===== config.mk =====
export PLATFORM = sky130hd
export DESIGN_NAME = hazard_scoreboard
export DESIGN_NICKNAME = d
export VERILOG_FILES = /design/src/rtl/hazard_scoreboard.sv
export SDC_FILE = /design/constraint.sdc
export NUM_CORES = 1
export LEC_CHECK = 0
export CORE_UTILIZATION = 43
export DETAILED_ROUTE_END_ITERATION = 16
export PLACE_DENSITY = 0.77
export SYNTH_ARGS = -nofsm -noshare
export SYNTH_HDL_FRONTEND = slang
export SYNTH_SLANG_ARGS = --single-unit

===== constraint.sdc =====
create_clock -name clk -period 5 [get_ports clk]
set_input_delay 1 -clock clk [delete_from_list [all_inputs] [get_ports clk]]
set_output_delay 1 -clock clk [all_outputs]
set_load 0.01 [all_outputs]

===== src/rtl/hazard_scoreboard.sv =====
// hazard_scoreboard: per-register countdown scoreboard with multi-port operand forwarding and stall generation
module hazard_scoreboard #(
    parameter int DW = 32,
    parameter int AW = 5,
    parameter int NFWD = 2,
    parameter int MAX_LAT = 4,
    localparam int CW = $clog2(MAX_LAT),
    localparam int NREG = 2 ** AW
) (
    input  logic               clk,
    input  logic               rst,
    input  logic [AW-1:0]      rs_addr,
    input  logic [AW-1:0]      rt_addr,
    input  logic               uses_rs,
    input  logic               uses_rt,
    input  logic [DW-1:0]      rs_data_in,
    input  logic [DW-1:0]      rt_data_in,
    input  logic               issue,
    input  logic               flush,
    input  logic               dst_we,
    input  logic [AW-1:0]      dst_addr,
    input  logic [CW:0]        dst_lat,
    input  logic [NFWD-1:0]    fwd_we,
    input  logic [NFWD*AW-1:0] fwd_addr,
    input  logic [NFWD*DW-1:0] fwd_data,
    output logic [DW-1:0]      rs_data,
    output logic [DW-1:0]      rt_data,
    output logic               stall,
    output logic [31:0]        stall_count
);
    logic [CW-1:0] cnt [NREG];
    logic [CW:0]   leff;
    logic [CW-1:0] lm1;
    logic          raw_rs, raw_rt, waw, accept;

    assign leff = (dst_lat == '0) ? (CW+1)'(1) : (dst_lat > (CW+1)'(MAX_LAT)) ? (CW+1)'(MAX_LAT) : dst_lat;
    assign lm1 = CW'(leff - 1'b1);
    assign raw_rs = uses_rs && rs_addr != '0 && cnt[rs_addr] != '0;
    assign raw_rt = uses_rt && rt_addr != '0 && cnt[rt_addr] != '0;
    assign waw = dst_we && dst_addr != '0 && cnt[dst_addr] > lm1;
    assign stall = issue && !flush && !rst && (raw_rs || raw_rt || waw);
    assign accept = issue && !flush && !stall;

    // Walk ports oldest to youngest so the lowest-index match is applied last and wins.
    always_comb begin
        rs_data = rs_data_in;
        rt_data = rt_data_in;
        for (int i = NFWD - 1; i >= 0; i--) begin
            if (fwd_we[i] && fwd_addr[i*AW +: AW] == rs_addr) rs_data = fwd_data[i*DW +: DW];
            if (fwd_we[i] && fwd_addr[i*AW +: AW] == rt_addr) rt_data = fwd_data[i*DW +: DW];
        end
        if (rs_addr == '0) rs_data = '0;
        if (rt_addr == '0) rt_data = '0;
    end

    // Entry 0 is never loaded, so it stays at its reset value of zero.
    always_ff @(posedge clk) begin
        if (rst) begin
            for (int r = 0; r < NREG; r++) cnt[r] <= '0;
            stall_count <= '0;
        end else begin
            for (int r = 0; r < NREG; r++) cnt[r] <= (cnt[r] != '0) ? cnt[r] - 1'b1 : cnt[r];
            if (accept && dst_we && dst_addr != '0) cnt[dst_addr] <= lm1;
            if (stall && stall_count != '1) stall_count <= stall_count + 1'b1;
        end
    end
endmodule


==> results.py <==
metrics = {
    "layout": {
        "mostFrequentLayoutCell": "clkdlybuf4s50_1",
        "fin_nets": 1468,
        "fin_util_pct": 61.3,
        "layout-drive-gt1-share_pct": 15.9,
        "regArea_mm2": 0.00256,
        "design_area_mm2": 0.0125,
        "num-fill-cells": 1717,
        "final_cell_mix": "clkdlybuf4s50_1 (257), nor2_1 (187), inv_1 (72), mux2_2 (67), mux2i_1 (66)",
        "area_delta_synth_final_pct": 39.1,
        "multi_input_area_mm2": 0.00580,
    },
    "detailed_routing": {
        "routed_wl_um": 31000,
        "firstDrtPassIters": 6,
        "drc": 0,
        "num_vias": 9301,
        "ant_nets": 0,
        "initialDrtViolationCount": 687,
        "via_per_inst": 6.01,
        "wire_per_inst_um": 20.1,
    },
    "worst_setup_path": {
        "critPathRequiredTime_ns": 4.00,
        "r2r_slack_ns": 0.91,
        "r2r_start": "cnt[7][1]",
        "path_depth": 13,
        "startpoint_type": "primary input",
        "cpLargestDelayFamily": "buffers and inverters",
        "cp_num_buf_inv": 3,
        "cp.arrival_ns": 3.81,
        "critPathKind": "in -> out",
        "r2r_end": "cnt[2][0]",
        "cp-end-kind": "output port",
        "crit_chain": "clkdlybuf4s50_1 -> nor3b_1 -> buf_4 -> a22oi_2 -> nand4_1 -> ha_1 -> nor2b_1 -> o21ai_0 -> o32ai_1 -> a211oi_2 -> and4_4 -> nor2_1 -> dlygate4sd2_1",
        "slowest_stage": "clkdlybuf4s50_1",
        "crit_start": "dst_addr[2]",
        "r2r_cells": 15,
        "slowest_delay_ns": 0.68,
        "worst-path-max-fanout": 10,
        "crit_end": "stall",
    },
    "logic_synthesis": {
        "synth_compound_area_share_pct": 12.1,
        "ys_warn_count": 0,
        "synth_area_leaders": "edfxtp_1 (21%), mux2_2 (8.4%), nor2_1 (7.9%)",
        "muxShareOfSynthArea_pct": 22.8,
        "synth-seq-cells": 96,
        "synth_top_family_by_area": "multiplexers",
        "ys_types": 56,
        "synth_async_sr_flop_share_pct": 0,
        "synth-simple-area-share_pct": 22.4,
        "synth_ff_type": "edfxtp_1",
        "yosysTopAreaCellShare_pct": 21.4,
        "syn_area_per_cell_um2": 8.79,
        "synth_edf_count": 64,
        "yosys.area.top_type": "edfxtp_1",
        "synthAdderAreaFrac_pct": 4.88,
        "syn_nets": 1221,
        "syn_area_mm2": 0.00897,
        "syn_inst": 1021,
        "synth_xor_area_share_pct": 1.95,
        "seq_area_frac_synth_pct": 28.6,
    },
    "sta": {
        "period_share_pct": 96.3,
        "worst_slack_ns": 0.186,
        "setup_violations": 0,
        "rsz0062_at_grt": "false",
        "worst-slew-pin-transition_ns": 1.03,
        "fmax_ghz": 0.208,
        "finalHoldViolations": 0,
        "hold-worst-slack_ns": 0.495,
        "skew_ns": 0.0119,
        "fin_crit_ns": 4.81,
        "slew_viol_final": 0,
        "slew_headroom_pct": 31.6,
    },
    "die": {
        "num_io_pins": 262,
        "coreArea_mm2": 0.0204,
        "fp.dieH_um": 146,
        "rows": 52,
        "dieWidth_um": 146,
        "die_area_mm2": 0.0215,
        "start_util_pct": 44.1,
    },
    "cts": {
        "postCtsHoldBufs": 0,
        "cts_tree": "yes",
        "ctsHtreeMaxLevel": 3,
        "cts_buffers": 9,
        "clockBufferDepth": 2,
        "cts_sinks": 96,
        "clk_pin_slew_ns": 0.07,
        "clock_latency_ns": 0.35,
        "root_buffer": "clkbuf_16",
    },
    "flow_run": {
        "drv_cap": 0,
    },
    "grt": {
        "grt_overflow": 0,
        "antenna_found_initial": 4,
        "track_usage_pct": 28.3,
        "grt_pass1_vias": 8789,
        "grt_pass1_wl_um": 47900,
        "grt_max_degree": 97,
    },
    "power": {
        "swShare_pct": 36.6,
        "seq_power_share_pct": 38.4,
        "p_per_area_mw_per_mm2": 301,
        "p_leak_nw": 4.56,
        "combinationalPowerShare_pct": 41.9,
        "power.switching_mw": 1.38,
        "internal_power_mw": 2.38,
        "clockPowerShare_pct": 19.7,
        "power_mw": 3.76,
        "ir_drop_mv": 0.232,
    },
    "placed_design": {
        "port_buffers": 261,
        "post_dp_cell_area_mm2": 0.0121,
        "globalplace.congestion": 0.950,
        "hpwl_um": 23200,
        "place_ws_ns": -0.296,
    },
    "hold_path": {
        "hp-class": "reg -> reg",
    },
    "outcome": {
        "outcome": "finished clean",
    },
}
-- Yosys cell counts, types with 21 or more instances --
cell / n
mux2i_1: 66
mux2_2: 67
a21oi_1: 24
dfxtp_1: 32
clkbuf_1: 59
nand3_1: 38
edfxtp_1: 64
mux4_2: 27
nand2_1: 21
nor4_1: 21
nand4_1: 30
inv_1: 72
a211oi_1: 65
ha_1: 35
nor2_1: 188
-- kinds of logic after synthesis --
| logic type | Yosys count |
|---|---|
| AND/OR/NAND/NOR | 397 |
| buffers and inverters | 160 |
| multiplexers | 161 |
| adder cells (fa/ha/maj) | 35 |
| flip-flops | 96 |
| XOR/XNOR | 20 |
| AO/OA/AOI/OAI | 152 |
-- power by group through the flow --
stage	Combinational, mW	Sequential, mW	Clock [mW]
3_3_place_gp	1.47	1.43	0
3_5_place_dp	1.53	1.44	0
4_1_cts	1.56	1.43	0.744
6_report	1.58	1.44	0.740
5_1_grt	1.74	1.46	0.775
2_1_floorplan	1.05	1.30	0
-- how the worst min path moves through the flow --
stage,endpoint,cells past startpoint,from
2_1_floorplan,stall_count[26],2,stall_count[26]
3_3_place_gp,stall_count[11],2,stall_count[11]
3_5_place_dp,stall_count[11],2,stall_count[11]
4_1_cts,stall_count[11],2,stall_count[11]
5_1_grt,stall_count[25],2,stall_count[25]
6_report,stall_count[11],2,stall_count[11]
-- layer usage --
metal / vias to the layer above / share of wire [%] / global-route usage [%]
met2: 475 / 48 / 47.0
met4: 0 / 3.5 / 12.3
li1: 4311 / - / -
met1: 4434 / 39 / 35.0
met5: - / 0 / 0
met3: 81 / 9.2 / 6.47
-- state kept, by name, indices dropped and copies added (netlist names) --
register,cells
cnt,64
stall_count,32
-- cell type report --
class,count,area share (%)
Tap cell,270,2.71
Inverter,74,2.23
Clock inverter,6,0.591
Timing Repair Buffer,322,25.5
Sequential cell,96,20.5
Antenna cell,4,0.0802
Multi-Input combinational cell,765,46.5
Clock buffer,10,1.91
-- tightest hold or removal path: cells and delay by family (launching register included) --
| kind | cells | cell delay, ns |
|---|---|---|
| DFF | 1 | 0.33 |
| AOI/OAI and AO/OA | 2 | 0.12 |
-- metrics by stage --
| step | std cells | setup TNS (ns) |
|---|---|---|
| after floorplan | 1021 | 0 |
| after global placement | 1522 | -0.261 |
| after detailed placement | 1522 | -0.801 |
| after CTS | 1542 | 0 |
| after global routing | 1547 | 0 |
| final | 1547 | 0 |
-- what timing repair did --
| action | CTS | global route |
|---|---|---|
| setup endpoints to repair | 1 | 1 |
| resized for setup | 7 | 2 |
| gates cloned | 1 | 0 |
| pin swaps | 3 | 2 |
| buffers inserted | 3 | 1 |
No activity file was read; power rests on OpenSTA's default activity.
